[src/rtl/dbsm_frame_reader_if.sv]
// ---------------------------------------------------------------------------
// dbsm_frame_reader_if
//   Bundles the three buses the double-buffer frame reader talks on:
//     - buffer-manager handshake : read_ok, read_ptr (to reader), read_done
//     - buffer RAM read port     : ram_en, ram_addr (from reader), ram_dat
//     - fifo36 output stream     : data_o, src_rdy_o (from reader), dst_rdy_i
//     - overrun                  : truncation pulse from the reader
//   modport master : the frame reader itself.
//   modport slave  : its environment (manager, RAM, downstream consumer).
// ---------------------------------------------------------------------------
interface dbsm_frame_reader_if #(
  parameter int AWIDTH = 9
);
  logic              read_ok;
  logic              read_ptr;
  logic              read_done;
  logic              ram_en;
  logic [AWIDTH:0]   ram_addr;
  logic [35:0]       ram_dat;
  logic [35:0]       data_o;
  logic              src_rdy_o;
  logic              dst_rdy_i;
  logic              overrun;

  modport master (
    input  read_ok, read_ptr, ram_dat, dst_rdy_i,
    output read_done, ram_en, ram_addr, data_o, src_rdy_o, overrun
  );

  modport slave (
    output read_ok, read_ptr, ram_dat, dst_rdy_i,
    input  read_done, ram_en, ram_addr, data_o, src_rdy_o, overrun
  );
endinterface

[src/rtl/dbsm_frame_reader.sv]
// ---------------------------------------------------------------------------
// dbsm_frame_reader
//   Read-side engine of the double-buffer state machine. On a read grant it
//   streams one frame from the shared buffer RAM as a fifo36 stream
//   {occ[1:0], eof, sof, data[31:0]} and pulses read_done when the eof word
//   is accepted downstream.
//
//   Ports:
//     clk    : clock
//     reset  : synchronous, active-high reset
//     clear  : synchronous flush, same effect as reset
//     bus    : dbsm_frame_reader_if.master (manager handshake, RAM read port,
//              fifo36 output, overrun pulse)
//
//   Parameter AWIDTH : word-address width of one buffer (RAM address is
//                      AWIDTH+1 bits, {buffer index, offset}).
//
//   Build option DBSM_RD_OVERRUN_CHECK_EN: when defined, a word fetched from
//   the last offset of the buffer without eof is emitted with eof forced and
//   overrun pulses with its read_done. When undefined, the offset wraps and
//   overrun stays 0.
// ---------------------------------------------------------------------------
module dbsm_frame_reader #(
  parameter int AWIDTH = 9
) (
  input  logic                clk,
  input  logic                reset,
  input  logic                clear,
  dbsm_frame_reader_if.master bus
);

  localparam logic [AWIDTH-1:0] OFS_ONE = {{(AWIDTH-1){1'b0}}, 1'b1};

  typedef enum logic [1:0] {
    S_IDLE   = 2'd0,
    S_STREAM = 2'd1,
    S_FLUSH  = 2'd2
  } state_t;

  state_t              r_state;
  logic                r_buf_sel;
  logic [AWIDTH-1:0]   r_offset;
  logic                r_eof_fetched;
  logic                r_inflight;
  logic                r_done_hold;
  logic [1:0]          r_occ;
  // FIFO entries carry {overrun flag, fifo36 word}.
  logic [36:0]         r_f0;
  logic [36:0]         r_f1;
`ifdef DBSM_RD_OVERRUN_CHECK_EN
  logic                r_inflight_last;
`endif

  logic [36:0]         w_in;
  logic [36:0]         w_head;
  logic                w_arrive;
  logic                w_src_rdy;
  logic                w_pop;
  logic                w_pop_stored;
  logic                w_push;
  logic                w_done;
  logic [2:0]          w_level;
  logic                w_ram_en;

  // A returning word is only live while eof has not been fetched yet; the
  // single speculative fetch past eof lands with r_eof_fetched set and is
  // dropped here.
  assign w_arrive = r_inflight & ~r_eof_fetched;

`ifdef DBSM_RD_OVERRUN_CHECK_EN
  always_comb begin
    w_in = {1'b0, bus.ram_dat};
    if (r_inflight_last && !bus.ram_dat[33])
      w_in = {1'b1, bus.ram_dat[35:34], 1'b1, bus.ram_dat[32:0]};
  end
`else
  // Without the check nothing is ever flagged; the offset simply wraps.
  assign w_in = {1'b0, bus.ram_dat};
`endif

  // The word arriving from the RAM is presented directly when nothing is
  // stored, so a fetch issued in cycle k is visible in cycle k+1.
  assign w_src_rdy    = (r_occ != 2'd0) | w_arrive;
  assign w_head       = (r_occ != 2'd0) ? r_f0 : (w_arrive ? w_in : 37'd0);
  assign w_pop        = w_src_rdy & bus.dst_rdy_i;
  assign w_pop_stored = w_pop & (r_occ != 2'd0);
  assign w_push       = w_arrive & ~(w_pop & (r_occ == 2'd0));
  assign w_done       = w_pop & w_head[33];

  // Held plus in-flight words never exceed two: fetch only while
  // occ + inflight - pop < 2.
  assign w_level  = {1'b0, r_occ} + {2'b00, r_inflight};
  assign w_ram_en = (r_state == S_STREAM) & ~r_eof_fetched &
                    (w_pop ? (w_level < 3'd3) : (w_level < 3'd2));

  assign bus.ram_en    = w_ram_en;
  assign bus.ram_addr  = {r_buf_sel, r_offset};
  assign bus.data_o    = w_head[35:0];
  assign bus.src_rdy_o = w_src_rdy;
  assign bus.read_done = w_done;
  assign bus.overrun   = w_pop & w_head[36];

  // FIFO storage: data only, no reset needed since r_occ qualifies it.
  always_ff @(posedge clk) begin
    if (w_pop_stored) begin
      r_f0 <= (r_occ == 2'd2) ? r_f1 : w_in;
      if (r_occ == 2'd2)
        r_f1 <= w_in;
    end else if (w_push) begin
      if (r_occ == 2'd0)
        r_f0 <= w_in;
      else
        r_f1 <= w_in;
    end
  end

  // Control FSM and fetch engine.
  always_ff @(posedge clk) begin
    if (reset || clear) begin
      r_state       <= S_IDLE;
      r_buf_sel     <= 1'b0;
      r_offset      <= '0;
      r_eof_fetched <= 1'b0;
      r_inflight    <= 1'b0;
      r_done_hold   <= 1'b0;
      r_occ         <= 2'd0;
`ifdef DBSM_RD_OVERRUN_CHECK_EN
      r_inflight_last <= 1'b0;
`endif
    end else begin
      r_inflight  <= w_ram_en;
      // Guarantees at least one idle cycle after read_done so the manager
      // can drop read_ok before it is sampled again.
      r_done_hold <= w_done;
      r_occ       <= r_occ + {1'b0, w_push} - {1'b0, w_pop_stored};
      if (w_ram_en)
        r_offset <= r_offset + OFS_ONE;
`ifdef DBSM_RD_OVERRUN_CHECK_EN
      r_inflight_last <= w_ram_en & (&r_offset);
`endif
      case (r_state)
        S_IDLE: begin
          if (bus.read_ok && !r_done_hold) begin
            r_state       <= S_STREAM;
            r_buf_sel     <= bus.read_ptr;
            r_offset      <= '0;
            r_eof_fetched <= 1'b0;
          end
        end
        S_STREAM: begin
          if (w_arrive && w_in[33]) begin
            r_eof_fetched <= 1'b1;
            r_state       <= S_FLUSH;
          end
          if (w_done)
            r_state <= S_IDLE;
        end
        S_FLUSH: begin
          if (w_done)
            r_state <= S_IDLE;
        end
        default: r_state <= S_IDLE;
      endcase
    end
  end

endmodule

[src/flat_wrapper.sv]
// flat-port wrapper written by rule: the top's interface ports become plain ports
module dbsm_frame_reader_flat 
#(
  parameter int AWIDTH = 9
)
  (clk, reset, clear, bus_read_ok, bus_read_ptr, bus_ram_dat, bus_dst_rdy_i, bus_read_done, bus_ram_en, bus_ram_addr, bus_data_o, bus_src_rdy_o, bus_overrun);
  dbsm_frame_reader_if #(.AWIDTH(AWIDTH)) bus_i ();
  input  logic clk;
  input  logic reset;
  input  logic clear;
  input wire logic [$bits(bus_i.read_ok)-1:0] bus_read_ok;
  input wire logic [$bits(bus_i.read_ptr)-1:0] bus_read_ptr;
  input wire logic [$bits(bus_i.ram_dat)-1:0] bus_ram_dat;
  input wire logic [$bits(bus_i.dst_rdy_i)-1:0] bus_dst_rdy_i;
  output wire logic [$bits(bus_i.read_done)-1:0] bus_read_done;
  output wire logic [$bits(bus_i.ram_en)-1:0] bus_ram_en;
  output wire logic [$bits(bus_i.ram_addr)-1:0] bus_ram_addr;
  output wire logic [$bits(bus_i.data_o)-1:0] bus_data_o;
  output wire logic [$bits(bus_i.src_rdy_o)-1:0] bus_src_rdy_o;
  output wire logic [$bits(bus_i.overrun)-1:0] bus_overrun;
  assign bus_i.read_ok = bus_read_ok;
  assign bus_i.read_ptr = bus_read_ptr;
  assign bus_i.ram_dat = bus_ram_dat;
  assign bus_i.dst_rdy_i = bus_dst_rdy_i;
  assign bus_read_done = bus_i.read_done;
  assign bus_ram_en = bus_i.ram_en;
  assign bus_ram_addr = bus_i.ram_addr;
  assign bus_data_o = bus_i.data_o;
  assign bus_src_rdy_o = bus_i.src_rdy_o;
  assign bus_overrun = bus_i.overrun;
  dbsm_frame_reader #(.AWIDTH(AWIDTH)) u_core (.clk(clk), .reset(reset), .clear(clear), .bus(bus_i));
endmodule
[config.mk]
export PLATFORM = sky130hd
export DESIGN_NAME = dbsm_frame_reader_flat
export DESIGN_NICKNAME = d
export VERILOG_FILES = /design/src/rtl/dbsm_frame_reader_if.sv /design/src/rtl/dbsm_frame_reader.sv /design/src/flat_wrapper.sv
export SDC_FILE = /design/constraint.sdc
export NUM_CORES = 1
export LEC_CHECK = 0
export ABC_AREA = 1
export BUFFER_PORTS_ARGS = -buffer_cell sky130_fd_sc_hd__buf_2
export CAP_MARGIN = 20
export CELL_PAD_IN_SITES_DETAIL_PLACEMENT = 0
export CELL_PAD_IN_SITES_GLOBAL_PLACEMENT = 1
export CORE_MARGIN = 2
export CORE_UTILIZATION = 30
export CTS_BUF_LIST = sky130_fd_sc_hd__clkbuf_4
export DETAILED_ROUTE_END_ITERATION = 12
export GPL_TIMING_DRIVEN = 0
export PLACE_DENSITY_LB_ADDON = 0.3
export SLEW_MARGIN = 20
export SYNTH_ARGS = -nofsm -noshare
export SYNTH_HDL_FRONTEND = slang
export SYNTH_SLANG_ARGS = --single-unit
[constraint.sdc]
create_clock -name clk -period 5.5 [get_ports clk]
set_clock_uncertainty 0.05 [all_clocks]
set_input_delay 0.55 -clock clk [delete_from_list [all_inputs] [get_ports clk]]
set_output_delay 0.55 -clock clk [all_outputs]
set_load 0.01 [all_outputs]
==> results.cfg, run 1 <==
[outcome]
run_status = completed

[power_and_ir_drop]
power_frac_comb = 0.056
netSwitchingPower_mw = 0.2598
netSwitchingFraction = 0.2149
worst_ir_drop_vdd_v = 0.00007450
power_frac_seq = 0.604
power.static_leakage_nw = 2.297
internal-power_mw = 0.9494
power_frac_clock = 0.339
power_density_mw_per_mm2 = 235.8

[synthesis]
avgSynthCellArea_um2 = 11.02
netlist_top_cells_area = sky130_fd_sc_hd__edfxtp_1 (51%), sky130_fd_sc_hd__nand2_1 (9.2%), sky130_fd_sc_hd__dfxtp_1 (8.1%)
synth_top_cell_area_share = 0.5147
synth_fp_nets = 429
synth-seq-cells = 89
synth_sequential_area_ratio = 0.5958
syn-cell-area_mm2 = 0.004200
synth_async_sr_flop_share = 0
yosys.cell_count.top_type = sky130_fd_sc_hd__nand2_1
synthFlopType = sky130_fd_sc_hd__edfxtp_1
ys_top_cells_by_count = sky130_fd_sc_hd__nand2_1 (103), sky130_fd_sc_hd__edfxtp_1 (72), sky130_fd_sc_hd__nand3_1 (41)
synth-edff-count = 72
synth_top_cell_by_area = sky130_fd_sc_hd__edfxtp_1
synth-warning-count = 0
synth.lib_cells_used.distinct = 33
synthesis.instances = 381

[floorplan]
chipWidth_um = 122.3
floorplan.die_area_mm2 = 0.01496
core_area_mm2 = 0.01377
num_io_pins = 92
dieHeight_um = 122.3
floorplan.initialDensity = 0.3050
placementRows = 43

[placed_design]
placement.io_buffers = 90
detailed_place_hpwl_mm = 6.806
pre_cts_slack_ns = 3.183
gp_congestion = 0.7693

[worst_setup_path]
worst-path-max-fanout = 10
worst_setup_path_end_kind = output port
cp_data_required_time_ns = 4.90
ws_path_type = reg2out
critical_path_source_type = flip-flop
arrival_ns = 2.12

[cts]
postcts_setup_bufs = 0
cell_chosen_for_the_clock_root = sky130_fd_sc_hd__clkbuf_4
worst_skew_pair.late_latency_ns = 0.46
cts_hold_repair.buffers = 0
post_cts_resize_count = 0
cts_buffer_depth = 2
tritoncts = done
htree_num_levels = 3
clk_slew_on_worst_s_h_paths_ns = 0.14
numCtsBuffers = 9
clock_sink_count = 89

[global_routing]
grt_first_pass_wirelength_mm = 14.88
grt_antenna_before_repair = 0
grt_util_all_layers = 0.1306
grt_start_max_net_pins = 20
first_global_vias = 2897
gr-total-overflow = 0

[routing]
drt_iter0_markers = 163
routed_via_density = 4.440
detail_route.wl_per_cell_um = 14.04
drt-pass1-iter-count = 6
dr_total_vias = 2979
postRouteAntennaNets = 0
route.final.wire_length_mm = 9.424
dr_drc_count = 0

[sta]
final.setup.tns_ns = 0
timing.slew.headroom = 0.5317
min_period_over_period = 0.4944
fin_worst_setup_slack_ns = 2.781
worst-slew-pin-transition_ns = 0.7006
finalWorstPathRequiredPeriod_ns = 2.719
clock.fmax_ghz = 0.3677
timing_hold_violations_final = 0
drv_slew = 0
report.final.setup_viol = 0
rsz0062_at_grt = false

[finish]
final.fill_count = 1422
finalNetCount = 534
final_layout_size_suffix_gt1_frac = 0.3503
areaGrowthSynthToFinish_pct = 22.07
diodes = 0

[hold_path]
timing.hold.worst.class = in2reg

[flow_run]
maxCapViolations = 0
[path summary, 6_finish.rpt]
check | depth (start not counted) | startpoint | endpoint | slack (ns)
worst max-delay path | 6 | u_core.r_inflight | bus_data_o[27] | 2.78
worst min-delay path | 1 | bus_ram_dat[31] | u_core.r_f1[31] | 0.24
worst max register to register | 5 | u_core.r_occ[1] | u_core.r_f0[18] | 3.27
worst min register to register | 2 | u_core.r_buf_sel | u_core.r_buf_sel | 0.43
[layout by cell type (no fill, tap or decap), types with 7 or more instances in the layout]
cell | Yosys | layout
sky130_fd_sc_hd__nand2_1 | 103 | 103
sky130_fd_sc_hd__buf_2 | 4 | 94
sky130_fd_sc_hd__edfxtp_1 | 72 | 72
sky130_fd_sc_hd__nand3_1 | 41 | 41
sky130_fd_sc_hd__inv_1 | 28 | 28
sky130_fd_sc_hd__mux2_2 | 18 | 18
sky130_fd_sc_hd__nor2_1 | 17 | 17
sky130_fd_sc_hd__mux2_4 | 17 | 17
sky130_fd_sc_hd__dfxtp_1 | 17 | 17
sky130_fd_sc_hd__a21oi_1 | 11 | 11
sky130_fd_sc_hd__clkbuf_4 | 0 | 10
sky130_fd_sc_hd__clkbuf_1 | 7 | 7
[registers in the layout, summed over array words and instances (netlist names)]
signal,cells
u_core.r_buf_sel,1
u_core.r_done_hold,1
u_core.r_eof_fetched,1
u_core.r_f0,36
u_core.r_f1,36
u_core.r_inflight,1
u_core.r_occ,2
u_core.r_offset,9
u_core.r_state,2
[per-layer routing]
| layer | track usage | part of all wire | up-vias |
|---|---|---|---|
| met4 | 0.05603 | 0.017 | 0 |
| met3 | 0.03346 | 0.060 | 12 |
| met1 | 0.1659 | 0.46 | 1394 |
| met2 | 0.2104 | 0.46 | 67 |
| met5 | 0 | 0 | - |
| li1 | - | - | 1506 |
[through the flow]
stage,util,area [um2],hold WS [ns],std cells,power [mW]
after floorplan,-,4200,0.3902,381,0.7797
after global placement,0.3540,4876,0.4051,651,0.8118
after detailed placement,0.3608,4970,0.4175,655,0.8145
after CTS,0.3723,5127,0.1978,671,1.228
after global routing,0.3723,5127,0.2013,671,1.258
final,0.3723,5127,0.2354,671,1.209
[critical path: stages, from the launching register on]
cell and delay (ns):
sky130_fd_sc_hd__dfxtp_1 0.39, sky130_fd_sc_hd__inv_1 0.06, sky130_fd_sc_hd__nor2_2 0.34, sky130_fd_sc_hd__clkbuf_1 0.49
sky130_fd_sc_hd__nand3_1 0.13, sky130_fd_sc_hd__nand2_1 0.11, sky130_fd_sc_hd__buf_2 0.13
[power groups by stage]
stage / sequential, mW / clock (mW) / combinational, mW
after floorplan: 0.746 / 0 / 0.0338
after CTS: 0.731 / 0.428 / 0.0693
after global routing: 0.731 / 0.451 / 0.0761
final: 0.731 / 0.410 / 0.0683
after detailed placement: 0.746 / 0 / 0.0687
after global placement: 0.746 / 0 / 0.0659
[cells by family (layout without fill, tap and decap cells)]
family,after synthesis,in the layout,share of synthesized area
other cells,1,1,0.0008928
buf+inv,47,157,0.05034
xor+xnor,4,4,0.008342
flops,89,89,0.5958
simple gates,181,181,0.1942
compound gates,18,18,0.02353
fa+ha+maj,6,6,0.01787
mux,35,35,0.1090
[layout make-up]
type / count / area [um2] / share of cell area
buffer: 16 / 95.09 / 0.01855
clock buffer: 10 / 75.07 / 0.01464
clock inverter: 6 / 82.58 / 0.01611
inverter: 31 / 116.4 / 0.02269
multi-input combinational: 245 / 1511 / 0.2948
sequential: 89 / 2502 / 0.4880
tap: 180 / 225.2 / 0.04392
timing repair buffer: 94 / 519.2 / 0.1013
No activity file was read; power rests on OpenSTA's default activity.
==> run 2, diff against run 1 <==
Settings changed: ABC_AREA 1 to 0.
Clock period 5.5 ns to 2.4 ns, I/O delays scaled along.
==> run 2 against run 1 <==
Net effect: worst setup slack got worse by 2.7 ns; core utilization rose by 3.9 points; final area rose by 0.39%; register-to-register slack got worse by 3.1 ns; clock power rose by 100%; critical path type unchanged; via count fell by 8.9%; highest routed layer unchanged; first-iteration DRC count fell by 25%; non-clock buffer count rose by 39; sequential share of layout area fell by 0.068 points; sequential power rose by 130%; global-route usage rose by 0.12 points; power rose by 120%.
==> results.cfg, run 2 <==
[outcome]
run_status = completed

[finish]
areaGrowthSynthToFinish_pct = 34.40
layout.cells.non_filler = 585
finalNetCount = 456
final_layout_size_suffix_gt1_frac = 0.4334
most-common-layout-cells = sky130_fd_sc_hd__buf_2 (96), sky130_fd_sc_hd__edfxtp_1 (72), sky130_fd_sc_hd__dlygate4sd3_1 (37)
post-route-cell-area_mm2 = 0.005147
reg.largest.list = u_core.r_f0 x36, u_core.r_f1 x36, u_core.r_offset x9
commonest_non_fill_non_tap_cell_in_the_layout = sky130_fd_sc_hd__buf_2
diodes = 0

[worst_setup_path]
setup.reg_to_reg.worst_slack_ns = 0.14
worst_r2r_startpoint = u_core.r_occ[0]
cp_data_required_time_ns = 2.11
regToRegEndpoint = u_core.r_offset[7]
worst-path-max-fanout = 4
arrival_ns = 2.00
critPathSlowestCell = sky130_fd_sc_hd__dfxtp_4
critical_path_source_type = flip-flop
crit_path_cell_trace = ha_2 > inv_1 > ha_4 > a21oi_2 > nand2_1 > mux2_4 > inv_2 > buf_2
ws_path_type = reg2out
worst_path_largest_cell_delay_ns = 0.37
reg2reg_depth = 9
worst_setup_path_end_kind = output port

[sta]
finalWorstPathRequiredPeriod_ns = 2.286
rsz0062_at_grt = false
clock.fmax_ghz = 0.4374
report.final.setup_viol = 0
worst-slew-pin-transition_ns = 0.5692
timing_hold_violations_final = 0
timing.slew.headroom = 0.6205
fin_worst_setup_slack_ns = 0.1139
min_period_over_period = 0.9525
drv_slew = 0

[flow_run]
maxCapViolations = 0

[placed_design]
gp_congestion = 0.7252
pre_cts_slack_ns = -0.1085
detailed_place_hpwl_mm = 5.708
placed_cell_area_mm2 = 0.004554
place_inst = 528
placement.io_buffers = 90

[synthesis]
yosys.cell_count.top_type = sky130_fd_sc_hd__edfxtp_1
ys_top_cells_by_count = sky130_fd_sc_hd__edfxtp_1 (72), sky130_fd_sc_hd__mux2_2 (36), sky130_fd_sc_hd__a22o_1 (35)
synth-seq-cells = 89
avgSynthCellArea_um2 = 14.56
synth_top_cell_area_share = 0.5645
syn-cell-area_mm2 = 0.003830
synth_fp_nets = 311
synth-warning-count = 0
synth-edff-count = 72
synth_sequential_area_ratio = 0.6534
synth_top_cell_by_area = sky130_fd_sc_hd__edfxtp_1
synth_async_sr_flop_share = 0
synthesis.instances = 263
synth.lib_cells_used.distinct = 35
netlist_top_cells_area = sky130_fd_sc_hd__edfxtp_1 (56%), sky130_fd_sc_hd__mux2_2 (11%), sky130_fd_sc_hd__dfxtp_1 (8.9%)
synthFlopType = sky130_fd_sc_hd__edfxtp_1

[cts]
htree_num_levels = 3
cell_chosen_for_the_clock_root = sky130_fd_sc_hd__clkbuf_4
worst_skew_pair.late_latency_ns = 0.46
tritoncts = done
cts_buffer_depth = 2
clock_sink_count = 89
clk_slew_on_worst_s_h_paths_ns = 0.13
numCtsBuffers = 9

[routing]
postRouteAntennaNets = 0
route.final.wire_length_mm = 8.712
detail_route.wl_per_cell_um = 14.89
dr_drc_count = 0
dr_total_vias = 2713
routed_via_density = 4.638
drt_iter0_markers = 122
drt-pass1-iter-count = 4

[floorplan]
chipWidth_um = 117.0
floorplan.initialDensity = 0.3060
num_io_pins = 92
floorplan.die_area_mm2 = 0.01369
dieHeight_um = 117.0
core_area_mm2 = 0.01252
placementRows = 41

[power_and_ir_drop]
power_density_mw_per_mm2 = 527.3
power.static_leakage_nw = 2.025
worst_ir_drop_vdd_v = 0.0001726

[global_routing]
grt_antenna_before_repair = 0
grt_start_max_net_pins = 37
gr-total-overflow = 0
grt_first_pass_wirelength_mm = 13.46
grt_util_all_layers = 0.1317
first_global_vias = 2569

[hold_path]
hold_start = reset
timing.hold.worst_endpoint = u_core.r_occ[0]
timing.hold.worst.class = in2reg
hold_depth = 3
-- run 2: worst max path at each step --
stage	from	endpoint	slack, ns
6_report	u_core.r_occ[0]	bus_ram_en	0.11
5_1_grt	u_core.r_occ[0]	bus_ram_en	0.009
4_1_cts	u_core.r_inflight	bus_ram_en	0.004
3_5_place_dp	u_core.r_occ[1]	u_core.r_f0[22]	-0.11
3_3_place_gp	u_core.r_inflight	u_core.r_f1[32]	-0.38
2_1_floorplan	u_core.r_inflight	u_core.r_f1[0]	0.30
-- run 2: where the power goes --
part           internal [mW]  total [mW]  switching [mW]
sequential              1.67        1.68         0.00388
combinational          0.117       0.202          0.0856
clock                  0.322       0.835           0.512
total                   2.11        2.71           0.602
-- run 2: final cells by class --
type / count / area (um2)
sequential: 89 / 2509
clock buffer: 10 / 75.07
multi-input combinational: 152 / 1279
clock inverter: 6 / 58.81
buffer: 14 / 77.57
tap: 172 / 215.2
fill: 1234 / 7370
timing repair buffer: 135 / 907.1
inverter: 7 / 26.28
-- run 2: what timing repair did --
action	CTS	global route
setup endpoints to repair	72	70
hold buffers	37	0
gates resized for setup	13	13
setup buffers	2	3
endpoints found under the hold margin	37	0
pin swaps	0	1
-- run 2: cell families (layout without fill, tap and decap cells) --
kind of cell,count (synthesis),in the layout,share of synthesized area
AND/OR/NAND/NOR,45,45,0.06566
adder cells (fa/ha/maj),6,6,0.01960
XOR/XNOR,3,3,0.006862
other,1,1,0.0009791
AO/OA/AOI/OAI,59,59,0.1163
flip-flops,89,89,0.6534
multiplexers,38,38,0.1124
buffers and inverters,22,172,0.02483
-- run 2: per-stage QoR --
stage	util	power (mW)	hold slack (ns)	setup TNS (ns)
floorplan	-	1.787	0.2889	0
global placement	0.3603	1.863	0.3944	-17.71
detailed placement	0.3639	1.866	0.3965	-3.850
CTS	0.4067	2.759	0.008339	0
global route	0.4112	2.841	0.02200	0
finish	0.4112	2.714	0.04017	0
-- run 2: critical path, delay by kind of cell (launching register included) --
kind                     cells  cell delay, ns
adder cells (fa/ha/maj)      2            0.39
flip-flops                   1            0.37
buffers and inverters        3            0.30
multiplexers                 1            0.30
AO/OA/AOI/OAI                1            0.12
AND/OR/NAND/NOR              1            0.06
-- run 2: per-layer routing --
| layer | GRT usage | up-vias | part of all wire |
|---|---|---|---|
| met5 | 0 | - | 0 |
| met4 | 0.05882 | 0 | 0.016 |
| li1 | - | 1309 | - |
| met1 | 0.1704 | 1325 | 0.48 |
| met2 | 0.2066 | 67 | 0.46 |
| met3 | 0.03708 | 12 | 0.045 |
==> run 3, diff against run 2 <==
Settings changed: CORE_UTILIZATION 30 to 40, SETUP_SLACK_MARGIN from default to 0.4.
==> run 3 against run 2 <==
Net effect: global-route usage is 3.4 points higher; combinational power is 11% higher; die area is 24% lower; register-to-register slack improved by 0.11 ns; largest power group unchanged; worst hold slack better by 0.031 ns; highest routed layer unchanged; critical endpoint unchanged; final area grew 6.2%; final cell count decreased by 5.1%; worst setup slack better by 0.067 ns; sequential power hardly changed; clock power up 39%; non-clock buffer count is 13 higher; wire length fell by 1.7%.
==> results.cfg, run 3 (synthesized netlist as in run 2, its figures left out) <==
[global_routing]
grt_first_pass_wirelength_mm = 13.27
first_global_vias = 2713
grt_util_all_layers = 0.1659
grt_start_max_net_pins = 37
grt_antenna_before_repair = 0
gr-total-overflow = 0

[placed_design]
placement.io_buffers = 90
gp_congestion = 0.7467
detailed_place_hpwl_mm = 5.317
pre_cts_slack_ns = 0.004418
place_inst = 485

[routing]
detail_route.wl_per_cell_um = 15.42
routed.top_layer = met4
dr_drc_count = 0
met3_wirelength_um = 414
route.final.wire_length_mm = 8.560
post_route_m1_wl_mm = 3.925
wl_met2_mm = 4.096
postRouteAntennaNets = 0
dr_total_vias = 2751
drt-pass1-iter-count = 4
drt_iter0_markers = 86
routed_via_density = 4.957

[finish]
areaGrowthSynthToFinish_pct = 42.80
final.fill_count = 769
most-common-layout-cells = sky130_fd_sc_hd__buf_2 (92), sky130_fd_sc_hd__edfxtp_1 (72), sky130_fd_sc_hd__dlygate4sd3_1 (37)
diodes = 0
reg.largest.list = u_core.r_f0 x36, u_core.r_f1 x36, u_core.r_offset x9
final_layout_size_suffix_gt1_frac = 0.4789
layout.cells.non_filler = 555
commonest_non_fill_non_tap_cell_in_the_layout = sky130_fd_sc_hd__buf_2
finalNetCount = 469

[floorplan]
num_io_pins = 92
chipWidth_um = 101.9
placementRows = 35
floorplan.die_area_mm2 = 0.01037
floorplan.initialDensity = 0.4125
dieHeight_um = 101.9
core_area_mm2 = 0.009284

[worst_setup_path]
setup.reg_to_reg.worst_slack_ns = 0.25
critPathSlowestCell = sky130_fd_sc_hd__dfxtp_4
worst-path-max-fanout = 5
cp_data_required_time_ns = 2.11
worst_r2r_startpoint = u_core.r_occ[0]
crit_path_cell_trace = ha_4 > inv_2 > ha_4 > a21oi_2 > nand2_1 > mux2_4 > buf_6 > inv_4 > buf_6
reg2reg_depth = 9
ws_path_type = reg2out
crit_family = flip-flops
regToRegEndpoint = u_core.r_offset[7]
worst_setup_path_end_kind = output port
worst_path_largest_cell_delay_ns = 0.39
bufs_and_invs_on_worst_path = 4
arrival_ns = 1.93
critical_path_source_type = flip-flop

[cts]
cts_buffer_depth = 2
clk_slew_on_worst_s_h_paths_ns = 0.12
clock_sink_count = 89
htree_num_levels = 3
cell_chosen_for_the_clock_root = sky130_fd_sc_hd__clkbuf_4
tritoncts = done
worst_skew_pair.late_latency_ns = 0.44
numCtsBuffers = 9

[sta]
post_route_worst_hold_slack_ns = 0.07153
min_period_over_period = 0.9246
timing_hold_violations_final = 0
worst-slew-pin-transition_ns = 0.5268
drv_slew = 0
final.setup.tns_ns = 0
fin_worst_setup_slack_ns = 0.1809
report.final.setup_viol = 0
rsz0062_at_grt = true
clock.fmax_ghz = 0.4506
timing.slew.headroom = 0.6488
finalWorstPathRequiredPeriod_ns = 2.219

[outcome]
run_status = completed

[hold_path]
timing.hold.worst_endpoint = u_core.r_occ[0]
hold_start = reset
timing.hold.worst.class = in2reg
hold_depth = 3

[power_and_ir_drop]
worst_ir_drop_vdd_v = 0.0003018
power.static_leakage_nw = 2.166
power_density_mw_per_mm2 = 559.9

[flow_run]
maxCapViolations = 0
run 3: cell type report:
class / count / area [um2] / share of cell area
Clock inverter: 5 / 128.9 / 0.02356
Multi-Input combinational cell: 152 / 1341 / 0.2453
Clock buffer: 11 / 82.58 / 0.01510
Buffer: 15 / 150.1 / 0.02745
Timing Repair Buffer: 147 / 1065 / 0.1947
Sequential cell: 89 / 2511 / 0.4592
Inverter: 7 / 28.78 / 0.005262
Tap cell: 129 / 161.4 / 0.02951
run 3: worst max path at each step:
stage | cells after the start | endpoint | startpoint
floorplan | 2 | u_core.r_f1[0] | u_core.r_inflight
CTS | 9 | bus_ram_en | u_core.r_occ[0]
detailed placement | 4 | u_core.r_f0[16] | u_core.r_occ[1]
finish | 9 | bus_ram_en | u_core.r_occ[0]
global placement | 2 | u_core.r_f1[20] | u_core.r_inflight
global route | 9 | bus_ram_en | u_core.r_occ[0]
run 3: per-layer routing:
metal	global-route usage	vias up
li1	-	1335
met1	0.2217	1329
met2	0.2672	77
met3	0.03694	10
met4	0.06051	0
met5	0	-
run 3: stage by stage:
step | utilization | power, mW | area (um2)
detailed placement | 0.4838 | 1.865 | 4492
global placement | 0.4802 | 1.861 | 4458
CTS | 0.5694 | 3.081 | 5286
floorplan | - | 1.787 | 3846
global route | 0.5891 | 3.181 | 5469
finish | 0.5891 | 3.062 | 5469
run 3: tightest hold or removal path: stages:
cell and delay [ns]:
sky130_fd_sc_hd__buf_2 0.08, sky130_fd_sc_hd__nor2_1 0.05, sky130_fd_sc_hd__and2_1 0.14
run 3: timing repair:
action,CTS,global route
cloned,0,3
endpoints found under the setup margin,101,84
setup buffers,7,7
endpoints found under the hold margin,37,0
pin swaps,8,8
resized for setup,43,17
hold buffers,37,0
run 3: where the power goes:
part / switching (mW) / internal [mW] / leakage, nW
combinational: 0.0915 / 0.133 / 1.27
clock: 0.502 / 0.658 / 0.111
sequential: 0.00405 / 1.67 / 0.787
total: 0.598 / 2.46 / 2.17
